File: src/rtl/wb_regfile.sv
// Writeback-stage register file: 16 x 8-bit registers with R0 hardwired to zero,
// plus a commit pulse and a saturating commit counter. Define WB_REGFILE_BYPASS_EN for write-to-read bypass.
module wb_regfile (
  input  logic        clk,
  input  logic        rst,
  input  logic        en,
  input  logic [3:0]  iwb_addr,
  input  logic [7:0]  iwb_mem_data,
  input  logic [7:0]  iwb_alu_out,
  input  logic        iwb_write_en,
  input  logic        iwb_mem_to_reg,
  input  logic [3:0]  ira_addr,
  input  logic [3:0]  irb_addr,
  output logic [7:0]  ora_data,
  output logic [7:0]  orb_data,
  output logic [7:0]  owb_data,
  output logic        owb_commit,
  output logic [15:0] owb_count
);

  logic [7:0]  regs_q [16];
  logic [7:0]  regs_d [16];
  logic        commit_q, commit_d;
  logic [15:0] count_q, count_d;
  logic        wb_fire;

  assign owb_data = iwb_mem_to_reg ? iwb_mem_data : iwb_alu_out;
  assign wb_fire  = en && iwb_write_en && (iwb_addr != 4'd0);

  always_comb begin
    regs_d   = regs_q;
    commit_d = wb_fire;
    count_d  = count_q;
    if (wb_fire) begin
      regs_d[iwb_addr] = owb_data;
      if (count_q != 16'hFFFF) begin
        count_d = count_q + 16'd1;
      end
    end
  end

  always_ff @(posedge clk or posedge rst) begin
    if (rst) begin
      for (int i = 0; i < 16; i++) begin
        regs_q[i] <= 8'h00;
      end
      commit_q <= 1'b0;
      count_q  <= 16'h0000;
    end else begin
      regs_q   <= regs_d;
      commit_q <= commit_d;
      count_q  <= count_d;
    end
  end

  // R0 is forced to zero on read so it never depends on the stored slot.
  function automatic logic [7:0] read_port(input logic [3:0] addr);
    logic [7:0] value;
    value = (addr == 4'd0) ? 8'h00 : regs_q[addr];
`ifdef WB_REGFILE_BYPASS_EN
    if (wb_fire && (addr == iwb_addr)) begin
      value = owb_data;
    end
`endif
    return value;
  endfunction

  assign ora_data   = read_port(ira_addr);
  assign orb_data   = read_port(irb_addr);
  assign owb_commit = commit_q;
  assign owb_count  = count_q;

endmodule

File: config.mk
export PLATFORM = sky130hd
export DESIGN_NAME = wb_regfile
export DESIGN_NICKNAME = d
export VERILOG_FILES = /design/src/rtl/wb_regfile.sv
export SDC_FILE = /design/constraint.sdc
export NUM_CORES = 1
export LEC_CHECK = 0
export ABC_AREA = 1
export ABC_CLOCK_PERIOD_IN_PS = 7700
export CORE_ASPECT_RATIO = 1.1
export CORE_MARGIN = 4
export CORE_UTILIZATION = 40
export DETAILED_ROUTE_END_ITERATION = 6
export SYNTH_ARGS = -nofsm -noshare
export SYNTH_HDL_FRONTEND = slang
export SYNTH_SLANG_ARGS = --single-unit
File: constraint.sdc
create_clock -name clk -period 7.7 [get_ports clk]
set_input_delay 1.54 -clock clk [delete_from_list [all_inputs] [get_ports clk]]
set_output_delay 1.54 -clock clk [all_outputs]
set_load 0.02 [all_outputs]
==> impl_metrics.json <==
{
  "whs_ps": 377,
  "rows": 56,
  "ys.flop_type": "dfrtp_1",
  "dr.pass1.iters": 6,
  "design_area_um2": 10200,
  "outcome": "finished, final reports clean",
  "gp_congestion": 1.01,
  "async_reset_ff_share_pct": 100,
  "tightestPinTransition_ps": 1190,
  "drive_gt1_share_pct": 6.32,
  "ctsResizeCount": 0,
  "cts-buffers-inserted": 17,
  "dp_cells": 1618,
  "grt_antenna_before_repair": 0,
  "p_sw_share_pct": 34.2,
  "post_cts_buffers": 0,
  "crit_type": "in -> out",
  "clockBufferDepth": 2,
  "start_util_pct": 40.9,
  "chipHeight_um": 164,
  "clock_sinks": 145,
  "arrival_ps": 4490,
  "die-area_um2": 24400,
  "r2r-end": "owb_count[9]",
  "synth_area_um2": 8800,
  "powerDensity_nw_per_um2": 238,
  "grt_max_degree": 96,
  "min_period_ps": 6030,
  "crit_slowest_cell": "clkdlybuf4s50_1",
  "vias_per_cell": 5.15,
  "pwr-share-seq_pct": 39.9,
  "leakage_nw": 5.21,
  "cts_tree": "built",
  "startpoint": "irb_addr[2]",
  "fin_ws_ps": 1670,
  "numPortBuffers": 73,
  "finalClockSkew_ps": 4.83,
  "syn_area_per_cell_um2": 6.64,
  "syn2layout_area_growth_pct": 15.7,
  "clk-insertion-delay-late_ps": 430,
  "critPathMaxFanout": 11,
  "regToRegSetupSlack_ps": 5700,
  "required_ps": 6160,
  "r2r_start": "owb_count[0]",
  "grt_pass1_vias": 8172,
  "crit_buf_inv": 4,
  "nFillCells": 2205,
  "wire_per_inst_um": 17.2,
  "setup_tns_ps": 0,
  "routed_wl_mm": 28.3,
  "hold_viol_final": 0,
  "boundaryPins": 74,
  "drc": 0,
  "max_freq_mhz": 166,
  "critPathCaptureType": "primary output",
  "grt_pass1_wl_mm": 45.1,
  "netlist_instances": 1325,
  "grt_use_total_pct": 23.7,
  "yosysSeqAreaShare_pct": 41.3,
  "peakVddDrop_mv": 0.141,
  "p_int_w": 0.00160,
  "overflow": 0,
  "reg2regPathDepth": 10,
  "synthTopCellsByArea": "dfrtp_1 41%, nand2_1 23%, nand3_1 11%",
  "hp-class": "reg -> reg",
  "drv_cap": 0,
  "drv_slew": 0,
  "worstPathCellList": "clkdlybuf4s50_1, clkinv_1, nor2_1, nand2_1, nand2_1, inv_1, a21oi_1, clkdlybuf4s50_1",
  "synth_warnings": 0,
  "synth.top_cell.area_share_pct": 41.3,
  "power_frac_clock_pct": 35.2,
  "synthDistinctLibCells": 31,
  "startpoint_type": "input port",
  "finalSetupViolations": 0,
  "dp_slack_ps": 1810,
  "nNetsFinal": 1381,
  "comb_power_share_pct": 24.9,
  "syn_nets": 1359,
  "cts-root-buf": "clkbuf_16",
  "ctsHoldBuffers": 0,
  "ant_nets": 0,
  "max_stage_delay_ps": 810,
  "layoutNonFillerInstCount": 1650,
  "cts.htree.levels": 4,
  "drtIter0Drc": 914,
  "synth_area_leader_cell": "dfrtp_1",
  "vias": 8491,
  "post-route-period-util_pct": 78.3,
  "cp-endpoint": "orb_data[7]",
  "placed_area_um2": 9580,
  "clk_pin_slew_ps": 60,
  "antenna_cells": 0,
  "ys_seq_elements": 145,
  "chipWidth_um": 149,
  "cp_top_family": "buffers and inverters",
  "synth_edf_count": 0,
  "switchingPower_w": 0.000829,
  "rsz0062_at_grt": "false",
  "slew_headroom_pct": 20.5,
  "hpwlAfterDp_mm": 19.1,
  "cp.depth": 8,
  "coreArea_um2": 21500
}
[power by group through the flow]
stage	Combinational, W	Sequential, W	Clock [W]
2_1_floorplan	0.000396	0.000974	0
3_3_place_gp	0.000596	0.000976	0
6_report	0.000603	0.000968	0.000853
3_5_place_dp	0.000600	0.000979	0
5_1_grt	0.000680	0.000983	0.000898
4_1_cts	0.000602	0.000967	0.000864
[how the worst min path moves through the flow]
stage	depth (start not counted)	slack [ps]	start	endpoint
4_1_cts	0	380	regs_q[125]	regs_q[125]
3_5_place_dp	0	370	regs_q[121]	regs_q[121]
3_3_place_gp	0	370	regs_q[123]	regs_q[123]
5_1_grt	0	390	regs_q[120]	regs_q[120]
2_1_floorplan	1	430	regs_q[120]	regs_q[120]
6_report	0	380	regs_q[125]	regs_q[125]
[routing by layer]
| metal | wire length, um | share of wire (%) | global-route usage, % | vias to the layer above |
|---|---|---|---|---|
| met5 | 0 | 0 | 0 | - |
| met4 | 875 | 3.1 | 8.70 | 0 |
| met3 | 2030 | 7.2 | 4.38 | 63 |
| met2 | 12900 | 46 | 37.0 | 371 |
| met1 | 12400 | 44 | 32.9 | 3902 |
| li1 | - | - | - | 4155 |
[final cells by class]
class	count	area [um2]	area share (%)
inverter	177	672	6.60
multi-input combinational	925	4140	40.7
clock buffer	18	439	4.32
timing repair buffer	81	781	7.67
clock inverter	14	154	1.51
sequential	145	3630	35.7
tap	290	363	3.57
[cells in the mapped netlist, drive strengths merged, types with 3 or more instances]
| cell type | n |
|---|---|
| nand2 | 547 |
| nand3 | 187 |
| inv | 175 |
| dfrtp | 145 |
| o21ai | 129 |
| clkbuf | 45 |
| buf | 33 |
| nor2 | 28 |
| a21oi | 17 |
| xnor2 | 6 |
| xor2 | 3 |
[worst reg2reg max path, delay by kind of cell (launching register included)]
family          cells  cell delay [ps]
compound gates      1              150
fa+ha+maj           1              280
simple gates        5              640
flops               1              410
buf+inv             3              480
[logic make-up (layout without fill, tap and decap cells)]
group,after synthesis,after routing,share of synthesized area (%)
AOI/OAI and AO/OA,146,146,9.37
and+or+nand+nor,769,769,36.6
xor gates and xnor gates,9,9,0.896
DFF,145,145,41.3
buffers and inverters,255,290,11.7
adders and majority gates,1,1,0.142
[cells in the final DEF, fill, tap and decap left out, types with 2 or more instances in the layout]
cell type        instances
nand2_4                  2
dfrtp_1                145
xnor2_1                  6
nand3_1                187
buf_2                    2
buf_4                    8
xor2_1                   3
o21ai_0                 74
nand2_1                538
nor4_2                   2
clkinvlp_4               2
nand2_2                  7
inv_2                    3
clkdlybuf4s50_1         71
nor2_1                  24
clkbuf_16               17
nor2_4                   2
a21oi_1                 16
inv_6                    5
clkinv_4                 2
nand4_1                  2
clkinv_1                 2
clkinv_2                 3
bufinv_16                2
o21ai_2                 22
inv_1                  170
o21ai_1                 33
[flip-flops by register name, summed over array words and instances, names as in the netlist]
name	count
owb_commit	1
regs_q	128
owb_count	16
[metrics by stage]
stage          total power, W  utilization (%)
2_1_floorplan         0.00137                -
3_3_place_gp          0.00157             44.5
3_5_place_dp          0.00158             44.5
4_1_cts               0.00243             47.3
5_1_grt               0.00256             47.3
6_report              0.00242             47.3
No activity file was read; power rests on OpenSTA's default activity.
==> patch 1: new RTL, same settings <==
Build with the macro `WB_REGFILE_BYPASS_EN` defined.
--- a/src/rtl/wb_regfile.sv
+++ b/src/rtl/wb_regfile.sv
@@ -2,2 +2,4 @@
 // plus a commit pulse and a saturating commit counter. Define WB_REGFILE_BYPASS_EN for write-to-read bypass.
+`define WB_REGFILE_BYPASS_EN
+
 module wb_regfile (
Function: changed (Yosys sat finds a counterexample within 4 cycles, from zero or initial values and one cycle with rst high).
==> patch 1 against the unedited design <==
- setup slack got worse by 310 ps
- sequential share of layout area fell by 1.1 points
- wire length rose by 10%
- clock skew rose by 5.6 ps
- area after synthesis rose by 2.0%
- clock power rose by 7.9%
- die area rose by 1.9%
- worst hold slack improved by 0.80 ps
- synthesized cell count rose by 5.4%
- sequential cell count did not move
- first-iteration DRC count rose by 12%
- cell area rose by 3.0%
- utilization rose by 0.12 points
- total power rose by 7.7%
==> patch 1: results (changes against the unedited design) <==
H-tree depth = 4 (unchanged)
Yosys warns = 0 (unchanged)
Syn Nets = 1,431 (was 1,359)
Clock Root Buffer = clkbuf_16 (unchanged)
Post-synthesis sequential area ratio = 40.4% (was 41.3%)
Drt pass-1 iters = 5 (was 6)
Final nets = 1,453 (was 1,381)
Hold Path Class = flip-flop to flip-flop (unchanged)
CP top delay family = buffers and inverters (unchanged)
Total Routing Usage GR = 25.7% (was 23.7%)
Maximum vdd drop = 0.156 mV (was 0.141 mV)
Initial antenna violation count = 0 (unchanged)
CTS resizes = 0 (unchanged)
Reg2reg setup slack = 5670 ps (was 5700 ps)
Post-CTS Setup Inserts = 0 (unchanged)
Vias in the first global route = 8,230 (was 8,172)
Hold Crit Start = regs_q[122]$_DFFE_PP0P_ (was regs_q[125]$_DFFE_PP0P_)
Largest net degree at the start of global routing = 90 (was 96)
Status = completed (unchanged)
WL met1 = 14,100 um (was 12,400 um)
Initial DRC Count = 1,027 (was 914)
CP max stage delay = 910 ps (was 810 ps)
Worst path required time = 6160 ps (about the same)
Crit path capture = ora_data[5] (was orb_data[7])
Routed vias/inst = 5.22 (was 5.15)
Leak = 5.29 nW (was 5.21 nW)
WL met2 = 13,400 um (was 12,900 um)
Max reg flops = 128 (unchanged)
Least-Margin Pin Slew = 877 ps (was 1190 ps)
Worst-path clk slew = 60 ps (about the same)
CP max FO = 12 (was 11)
First-pass GRT wire length = 48,800 um (was 45,100 um)
Sw power = 0.876 mW (was 0.829 mW)
PortBufs = 73 (unchanged)
Routed wire length = 31,200 um (was 28,300 um)
Ys async rst share = 100% (unchanged)
Reg2reg end = owb_count[9]$_DFFE_PP0P_ (unchanged)
CTS Hold Buffers Added = 0 (unchanged)
Placed cell area = 0.00983 sq mm (was 0.00958 sq mm)
Post-synth top cells = 600 x nand2_1, 189 x nand3_1, 177 x inv_1 (was 538 x nand2_1, 187 x nand3_1, 171 x inv_1)
Pre-CTS WS = 1490 ps (was 1810 ps)
Post-synth cell types = 29 (was 31)
Met3 wire len = 2430 um (was 2030 um)
Deepest clock path buffer count = 2 (unchanged)
Layout cells sized above 1 = 4.40% (was 6.32%)
Reg2Reg Depth = 8 (was 10)
Routability Congestion = 1.01 (about the same)
Top routing layer used = met4 (unchanged)
Max Clk Rate = 158 MHz (was 166 MHz)
Post-DP HPWL = 21,600 um (was 19,100 um)
Synth area leaders = dfrtp_1 40%, nand2_1 25%, nand3_1 11%, inv_1 7.4%, o21ai_0 7.0% (was dfrtp_1 41%, nand2_1 23%, nand3_1 11%, inv_1 7.3%, o21ai_0 4.2%)
Clk_skew = 10.4 ps (was 4.83 ps)
CP Launch Point = ira_addr[2] (was irb_addr[2])
-- patch 1: final cells by class --
type	count	area (sq um)
clock buffers	24	502
fillers	2317	11600
clock inverters	8	149
inverters	182	691
well taps	295	369
repair buffers	86	818
multi-input cells	987	4330
flip-flops and latches	145	3630
-- patch 1: power groups by stage --
| stage | Clock (mW) | Sequential, mW | Combinational (mW) |
|---|---|---|---|
| 6_report | 0.920 | 0.986 | 0.704 |
| 3_5_place_dp | 0 | 0.997 | 0.696 |
| 4_1_cts | 0.928 | 0.984 | 0.700 |
| 3_3_place_gp | 0 | 0.995 | 0.691 |
| 5_1_grt | 0.960 | 1.00 | 0.791 |
| 2_1_floorplan | 0 | 0.998 | 0.434 |
-- patch 1: worst min-delay path by stage --
stage	to	slack [ps]	depth (start not counted)
floorplan	regs_q[120]$_DFFE_PP0P_	430	1
global placement	regs_q[125]$_DFFE_PP0P_	370	0
detailed placement	regs_q[122]$_DFFE_PP0P_	370	0
CTS	regs_q[120]$_DFFE_PP0P_	380	0
global route	regs_q[122]$_DFFE_PP0P_	390	0
finish	regs_q[122]$_DFFE_PP0P_	380	0
-- patch 1: cell families (layout without fill, tap and decap cells) --
kind of cell	after synthesis	count (layout)	share of synthesized area (%)
AOI/OAI and AO/OA	132	132	7.36
and+or+nand+nor	839	839	39.2
buffers and inverters	265	300	11.4
adders and majority gates	1	1	0.139
xor gates and xnor gates	15	15	1.46
DFF	145	145	40.4
-- patch 1: layer usage --
layer | global-route usage [%] | up-vias
met5 | 0 | -
met4 | 11.2 | 0
met3 | 3.93 | 61
met2 | 38.1 | 454
met1 | 37.4 | 4151
li1 | - | 4354
-- patch 1: through the flow --
step,std cells,hold slack [ps]
finish,1727,378
global route,1727,393
CTS,1727,381
detailed placement,1695,366
global placement,1695,366
floorplan,1397,429
==> patch 2: new RTL, config.mk and constraints unchanged <==
Made on the original files. Make the reset (`rst`) synchronous in one clocked block.
--- a/src/rtl/wb_regfile.sv
+++ b/src/rtl/wb_regfile.sv
@@ -41,3 +41,3 @@
 
-  always_ff @(posedge clk or posedge rst) begin
+  always_ff @(posedge clk) begin
     if (rst) begin
Check against the original RTL: differs if rst is asserted again (counterexample within 4 cycles, from zero or initial values and one cycle with rst high); with rst held inactive, the same outputs for 4 cycles.
==> patch 2 against the unedited design <==
- synthesized cell count rose by 0.83%
- die area fell by 6.3%
- worst hold slack improved by 77 ps
- clock skew rose by 4.2 ps
- non-clock buffer count did not move
- area after synthesis fell by 6.7%
- wire length fell by 2.5%
- cell area fell by 6.2%
- setup slack got worse by 9.4 ps
- sequential cell count did not move
Power is not compared: it rests on default switching activity, and its combinational part moved more than twofold at a synthesized area within 25%.
==> patch 2: results (changes against the unedited design) <==
Least-Margin Pin Slew = 1060 ps (was 1190 ps)
Hold Path Class = flip-flop to flip-flop (unchanged)
Reg2reg end = owb_count[1]$_SDFFE_PP0P_ (was owb_count[9]$_DFFE_PP0P_)
Worst Setup Slack, final = 1660 ps (was 1670 ps)
Maximum vdd drop = 0.150 mV
Largest net degree at the start of global routing = 100 (was 96)
Clk_skew = 9.01 ps (was 4.83 ps)
CP max stage cell = clkdlybuf4s50_1 (unchanged)
Reg2reg setup slack = 5840 ps (was 5700 ps)
Ant. Diodes = 0 (unchanged)
Post-CTS Setup Inserts = 0 (unchanged)
Routed wire length = 27,600 um (was 28,300 um)
Routed vias/inst = 5.34 (was 5.15)
Mapped Avg Cell Area = 6.14 sq um (was 6.64 sq um)
CP max FO = 11 (unchanged)
Post-DP HPWL = 18,200 um (was 19,100 um)
Vias = 8,614 (was 8,491)
CTS resizes = 0 (unchanged)
Synth area leaders = dfxtp_1 35%, nand2_1 17%, nand3_1 11%, a21oi_1 8.8%, inv_1 7.7% (was dfrtp_1 41%, nand2_1 23%, nand3_1 11%, inv_1 7.3%, o21ai_0 4.2%)
Deepest clock path buffer count = 2 (unchanged)
Yosys warns = 0 (unchanged)
PortBufs = 73 (unchanged)
Max reg flops = 128 (unchanged)
Post-synth top cells = 378 x nand2_1, 178 x nand3_1, 168 x inv_1 (was 538 x nand2_1, 187 x nand3_1, 171 x inv_1)
CP max stage delay = 810 ps (about the same)
Initial DRC Count = 868 (was 914)
Clock buffer count from CTS = 17 (unchanged)
Layout cells sized above 1 = 4.63% (was 6.32%)
H-tree depth = 4 (unchanged)
Post-synthesis sequential area ratio = 35.4% (was 41.3%)
Largest Register = regs_q (unchanged)
Inst Count DP = 1,582 (was 1,618)
Top FF cell, synth = dfxtp_1 (was dfrtp_1)
Initial antenna violation count = 0 (unchanged)
Total Routing Usage GR = 24.3% (was 23.7%)
CP Data Arrival Time = 4500 ps (was 4490 ps)
Fill cells = 2,145 (was 2,205)
Crit path capture = orb_data[3] (was orb_data[7])
Placed cell area = 0.00889 sq mm (was 0.00958 sq mm)
Drt pass-1 iters = 7 (was 6)
CP top delay family = buffers and inverters (unchanged)
First-pass GRT wire length = 43,300 um (was 45,100 um)
Worst-path clk slew = 60 ps (about the same)
Post-synth cell types = 23 (was 31)
Vias in the first global route = 7,915 (was 8,172)
Clk_lat worst skew = 430 ps (about the same)
Ys async rst share = 0% (was 100%)
Reg2Reg Depth = 9 (was 10)
Status = completed (unchanged)
Syn Nets = 1,370 (was 1,359)
Reg2Reg Launch Point = owb_count[0]$_SDFFE_PP0P_ (was owb_count[0]$_DFFE_PP0P_)
Clock Root Buffer = clkbuf_16 (unchanged)
Routability Congestion = 1.02 (was 1.01)
Leak = 4.14 nW
[patch 2: cells by family (layout without fill, tap and decap cells)]
| family | after synthesis | count (layout) | synth area share (%) |
|---|---|---|---|
| mux | 8 | 8 | 1.10 |
| fa+ha+maj | 1 | 1 | 0.152 |
| simple gates | 639 | 639 | 32.8 |
| buf+inv | 262 | 287 | 13.0 |
| compound gates | 281 | 281 | 17.6 |
| flops | 145 | 145 | 35.4 |
[patch 2: through the flow]
step                util [%]  hold WS, ps
floorplan                  -          429
global placement        44.5          441
detailed placement      44.5          447
CTS                     47.7          456
global route            47.7          487
finish                  47.7          454
[patch 2: report_power, final]
group	internal (mW)	switching, mW
clock	0.583	0.340
combinational	0.0931	0.185
sequential	0.759	0.00321
total	1.44	0.529
[patch 2: final cells by class]
cell class,count,area share [%]
clock buffer,18,4.60
clock inverter,13,2.20
inverter,175,6.88
multi-input combinational,929,44.4
sequential,145,30.4
tap,252,3.30
timing repair buffer,81,8.18
[patch 2: worst min path at each step]
| stage | from | slack (ps) | end | cells past startpoint |
|---|---|---|---|---|
| after CTS | regs_q[127]$_SDFFE_PP0P_ | 460 | regs_q[127]$_SDFFE_PP0P_ | 2 |
| final | regs_q[127]$_SDFFE_PP0P_ | 450 | regs_q[127]$_SDFFE_PP0P_ | 2 |
| after global placement | regs_q[123]$_SDFFE_PP0P_ | 440 | regs_q[123]$_SDFFE_PP0P_ | 2 |
| after floorplan | regs_q[120]$_SDFFE_PP0P_ | 430 | regs_q[120]$_SDFFE_PP0P_ | 2 |
| after detailed placement | regs_q[127]$_SDFFE_PP0P_ | 450 | regs_q[127]$_SDFFE_PP0P_ | 2 |
| after global routing | regs_q[123]$_SDFFE_PP0P_ | 490 | regs_q[123]$_SDFFE_PP0P_ | 2 |
[patch 2: metal layers]
| layer | GRT usage, % | vias up | part of all wire, % |
|---|---|---|---|
| li1 | - | 4303 | - |
| met1 | 32.0 | 3939 | 43 |
| met2 | 39.2 | 313 | 47 |
| met3 | 4.62 | 59 | 6.4 |
| met4 | 9.51 | 0 | 3.4 |
| met5 | 0 | - | 0 |
[patch 2: worst reg2reg max path, cell delays in order, from the launching register on]
cell and delay (ps):
dfxtp_1 410, ha_1 210, nand2_1 80, nor2_1 240
nand2_1 120, inv_1 100, nand2_2 210, nand2_1 200
o21ai_0 90, nor2_1 130
